## src/rtl/turn_timer_pkg.sv

```systemverilog
// Shared definitions for the per-move turn timer: FSM state encodings.
package turn_timer_pkg;

    typedef enum logic [1:0] {
        ST_IDLE = 2'd0,
        ST_RUN  = 2'd1,
        ST_DONE = 2'd2
    } turn_timer_state_e;

endpackage : turn_timer_pkg

```

## src/rtl/turn_timer_down_counter.sv

```systemverilog
// Loadable down-counting turn timer. Counts external enable ticks down from a
// loaded value and pulses expired for one cycle on reaching zero.
// Optional feature macro: TURN_TIMER_PAUSE_EN (pause input freezes the count
// while running). Without it, the pause input is accepted but has no effect.
module turn_timer_down_counter
    import turn_timer_pkg::*;
#(
    parameter int   START_VALUE = 9,
    parameter bit   USE_DEFAULT = 1'b1,
    localparam int  WIDTH       = $clog2(START_VALUE + 1)
) (
    input  logic             clk,
    input  logic             reset,
    input  logic             tick,
    input  logic             start,
    input  logic [WIDTH-1:0] load_value,
    input  logic             abort,
    input  logic             pause,
    output logic [WIDTH-1:0] count,
    output logic             busy,
    output logic             expired
);

    localparam logic [WIDTH-1:0] START_VAL_W = WIDTH'(START_VALUE);
    localparam logic [WIDTH-1:0] ONE_W       = WIDTH'(1);
    localparam logic [WIDTH-1:0] ZERO_W      = WIDTH'(0);

    turn_timer_state_e state_r;
    turn_timer_state_e state_nxt_s;
    logic [WIDTH-1:0]  count_r;
    logic [WIDTH-1:0]  count_nxt_s;
    logic [WIDTH-1:0]  eff_load_s;
    logic              busy_r;
    logic              expired_r;
    logic              pause_s;

`ifdef TURN_TIMER_PAUSE_EN
    assign pause_s = pause;
`else
    // Pause is part of the port list in every build but is only honoured
    // when the feature is compiled in.
    logic unused_pause_s;
    assign unused_pause_s = pause;
    assign pause_s        = 1'b0;
`endif

    // Effective reload value: a zero load selects the default when enabled.
    always_comb begin
        eff_load_s = load_value;
        if ((load_value == ZERO_W) && (USE_DEFAULT == 1'b1)) begin
            eff_load_s = START_VAL_W;
        end else begin
            eff_load_s = load_value;
        end
    end

    // Next state and count; priority abort > start > pause > tick.
    always_comb begin
        state_nxt_s = state_r;
        count_nxt_s = count_r;
        case (state_r)
            ST_IDLE: begin
                if (abort) begin
                    state_nxt_s = ST_IDLE;
                    count_nxt_s = ZERO_W;
                end else if (start) begin
                    state_nxt_s = (eff_load_s == ZERO_W) ? ST_DONE : ST_RUN;
                    count_nxt_s = eff_load_s;
                end else begin
                    state_nxt_s = ST_IDLE;
                    count_nxt_s = ZERO_W;
                end
            end
            ST_RUN: begin
                if (abort) begin
                    state_nxt_s = ST_IDLE;
                    count_nxt_s = ZERO_W;
                end else if (start) begin
                    // Restart: reload, any simultaneous tick is discarded.
                    state_nxt_s = (eff_load_s == ZERO_W) ? ST_DONE : ST_RUN;
                    count_nxt_s = eff_load_s;
                end else if (pause_s) begin
                    state_nxt_s = ST_RUN;
                    count_nxt_s = count_r;
                end else if (tick) begin
                    if (count_r > ONE_W) begin
                        state_nxt_s = ST_RUN;
                        count_nxt_s = count_r - ONE_W;
                    end else begin
                        // Last tick (count 1), or a stray zero: never wrap.
                        state_nxt_s = ST_DONE;
                        count_nxt_s = ZERO_W;
                    end
                end else begin
                    state_nxt_s = ST_RUN;
                    count_nxt_s = count_r;
                end
            end
            ST_DONE: begin
                if (abort) begin
                    state_nxt_s = ST_IDLE;
                    count_nxt_s = ZERO_W;
                end else if (start) begin
                    state_nxt_s = (eff_load_s == ZERO_W) ? ST_DONE : ST_RUN;
                    count_nxt_s = eff_load_s;
                end else begin
                    state_nxt_s = ST_IDLE;
                    count_nxt_s = ZERO_W;
                end
            end
            default: begin
                state_nxt_s = ST_IDLE;
                count_nxt_s = ZERO_W;
            end
        endcase
    end

    // State, count and Moore outputs registered together from next state.
    always_ff @(posedge clk or posedge reset) begin
        if (reset) begin
            state_r   <= ST_IDLE;
            count_r   <= ZERO_W;
            busy_r    <= 1'b0;
            expired_r <= 1'b0;
        end else begin
            state_r   <= state_nxt_s;
            count_r   <= count_nxt_s;
            busy_r    <= (state_nxt_s == ST_RUN);
            expired_r <= (state_nxt_s == ST_DONE);
        end
    end

    assign count   = count_r;
    assign busy    = busy_r;
    assign expired = expired_r;

endmodule : turn_timer_down_counter

```

## config.mk

```make
export PLATFORM = sky130hd
export DESIGN_NAME = turn_timer_down_counter
export DESIGN_NICKNAME = d
export VERILOG_FILES = /design/src/rtl/turn_timer_pkg.sv /design/src/rtl/turn_timer_down_counter.sv
export SDC_FILE = /design/constraint.sdc
export NUM_CORES = 1
export LEC_CHECK = 0
export BUFFER_PORTS_ARGS = -buffer_cell sky130_fd_sc_hd__buf_2
export CAP_MARGIN = 40
export CORE_UTILIZATION = 30
export DETAILED_ROUTE_END_ITERATION = 6
export PLACE_DENSITY = 0.62
export REMOVE_ABC_BUFFERS = 1
export SLEW_MARGIN = 25
export SYNTH_ARGS = -nofsm -noshare
export SYNTH_HDL_FRONTEND = slang
export SYNTH_SLANG_ARGS = --single-unit
```

## constraint.sdc

```tcl
create_clock -name clk -period 2.49 [get_ports clk]
set_clock_uncertainty 0.2 [all_clocks]
set_input_delay 0.249 -clock clk [delete_from_list [all_inputs] [get_ports clk]]
set_output_delay 0.249 -clock clk [all_outputs]
set_load 0.05 [all_outputs]
```

==> qor.yml <==
outcome: "finished clean"
gr-usage-all-layers_pct: 15.31
cts_tree: "done"
clockBufferDepth: 2
grt-ovfl-total: 0
finalSetupTns_ps: 0
final_cell_mix: "buf_2 (14), dfrtp_1 (8), nor2_1 (5), nand2_1 (5)"
hold_violations: 0
synthToLayoutAreaGrowth_pct: 26.43
vias_per_cell: 5.025
antenna_found_initial: 0
grt_pass1_wl_um: 1600
firstDrtPassIters: 3
post_cts_resize_count: 0
ys_seq_area_share_pct: 43.60
required_ps: 2420
synth_cell_types: 24
netlist_area_um2: 459.2
clock_latency_ps: 250
r2r-start: "count[0]"
p_sw_mw: 0.09370
finalSetupViolCount: 0
max-vdd-ir-drop_mv: 0.3005
root_buffer: "clkbuf_4"
finalNetCount: 80
cp_cell_sequence: "inv_1 -> ha_1 -> nor2_1 -> nor3_1 -> buf_4 -> nor4b_2 -> a311o_1"
seqPwrFrac_pct: 45.5
grt_pass1_vias: 372
min_path_cells: 2
finalHoldWorstSlack_ps: 27.27
max_slew_margin_pct: 68.54
crit_arrival_ps: 1810
cts_sinks: 8
power_frac_comb_pct: 23.9
fmax_ghz: 0.5307
rrSetupSlack_ps: 610
port_buffers: 14
synth_cells: 48
worstSetupStartpoint: "count[0]"
final_common_cell: "buf_2"
layout_min_cycle_time_ps: 1884
hp-start: "abort"
hold_path_class: "input pin to register"
whs_endpoint: "count[2]"
wl_per_cell_um: 11.81
dpl.hpwl_um: 736.5
met3_usage_pct: 9.783
grt.busiest_layer: "met2"
start_util_pct: 33.61
clkTransAtPathRegs_ps: 50
maxCapViolCount: 0
ant_nets: 0
slowest_delay_ps: 420
grt_util_met1_pct: 19.22
die-area_mm2: 0.001691
ios: 16
die_x_um: 41.13
rsz0062_at_grt: "no"
fin_crit_sh_pct: 75.67
pwr-share-clk_pct: 30.6
synth.yosys.warnings: 0
gp_congestion: 0.7579
synth_area_leader_cell: "dfrtp_1"
p_leak_nw: 0.2929
r2r_end: "count[3]"
critPathKind: "register to register"
htree_levels: 1
vias: 407
grt_max_degree: 11
num_rows: 13
drv_slew: 0
worst_setup_path_end_kind: "register"
grt_use_met2_pct: 21.09
synth.avg_cell_area_um2: 9.566
drive_gt1_share_pct: 31.82
synth_seq_cells: 8
cp_slowest_cell: "dfrtp_1"
die_h_um: 41.13
synth_top_area_share_pct: 43.60
p_int_mw: 0.2196
power_density_mw_per_mm2: 539.6
wl_um: 957
worstMarginPinSlew_ps: 471.0
drc: 0
switching_share_pct: 29.91
critPathLaunchType: "register"
drt_iter0_drc: 13
r2r_cells: 7
diodes: 0
core_region_area_mm2: 0.001366
cts_made_buffers: 3
crit_fanout: 5
synthTopCellsByArea: "dfrtp_1 (44%), ha_1 (5.4%), nand2_1 (4.1%)"
## power by group through the flow
stage | Sequential [mW] | Combinational [mW] | Clock [mW]
floorplan | 0.161 | 0.0308 | 0
detailed placement | 0.145 | 0.0743 | 0
CTS | 0.143 | 0.0759 | 0.0992
finish | 0.143 | 0.0748 | 0.0958
global placement | 0.144 | 0.0739 | 0
global route | 0.144 | 0.0828 | 0.112
## cell families after synthesis
| group | synth area share [%] |
|---|---|
| AND/OR/NAND/NOR | 28.61 |
| AO/OA/AOI/OAI | 18.26 |
| flip-flops | 43.60 |
| buffers and inverters | 4.088 |
| adder cells (fa/ha/maj) | 5.449 |
## layout make-up
class | instances | area (um2)
clock buffer | 3 | 22.52
fill | 153 | 785.8
inverter | 3 | 11.26
multi-input combinational | 36 | 240.2
sequential | 8 | 200.2
tap | 15 | 18.77
timing repair buffer | 16 | 87.58
## registers in the layout (all words and copies together), names as in the netlist
name / count
count: 4
busy: 1
expired: 1
state_r: 2
## worst max-delay path: cells and delay by family (launching register included)
| family | cells | cell delay (ps) |
|---|---|---|
| AOI/OAI and AO/OA | 1 | 310 |
| adders and majority gates | 1 | 190 |
| and+or+nand+nor | 3 | 340 |
| DFF | 1 | 420 |
| buffers and inverters | 2 | 300 |
## per-layer routing
layer | up-vias | wire (um)
li1 | 209 | -
met1 | 183 | 481
met2 | 13 | 405
met3 | 2 | 54
met4 | 0 | 14
met5 | - | 0
## worst max path at each step
stage | slack (ps) | endpoint | depth (start not counted)
finish | 610 | count[3] | 7
global route | 460 | count[3] | 7
CTS | 600 | count[3] | 7
detailed placement | 610 | count[3] | 7
global placement | 620 | count[3] | 7
floorplan | 460 | count[3] | 6
## cell usage after synthesis
cell type and count:
a32o_1 1, nor2_1 5, or2b_1 1, nor2b_1 1, inv_1 3, a21oi_1 2
or4b_4 1, nand2b_1 1, o21a_1 2, nor4b_2 1, nor3_1 3, ha_1 2
nand3_1 1, and3_1 2, a21boi_0 1, dfrtp_1 8, buf_4 1, nand2_1 5
a311o_1 1, o22ai_1 1, o2bb2ai_1 1, a31oi_1 1, nor3b_2 1, o21ai_0 2
## timing repair
action	CTS	global route
buffers inserted	0	0
setup endpoints to repair	0	0
hold endpoints to repair	8	0
hold buffers	1	0
## stage by stage
step           cells  setup slack [ps]  util, %  total power [mW]  cell area [um2]
2_1_floorplan     47             456.8        -            0.1923            451.7
3_3_place_gp      77             620.3    40.11            0.2183            548.0
3_5_place_dp      77             613.3    40.11            0.2190            548.0
4_1_cts           81             597.8    42.49            0.3177            580.6
5_1_grt           81             461.8    42.49            0.3387            580.6
6_report          81             605.8    42.49            0.3133            580.6
Power figures use the tool's default switching activity.
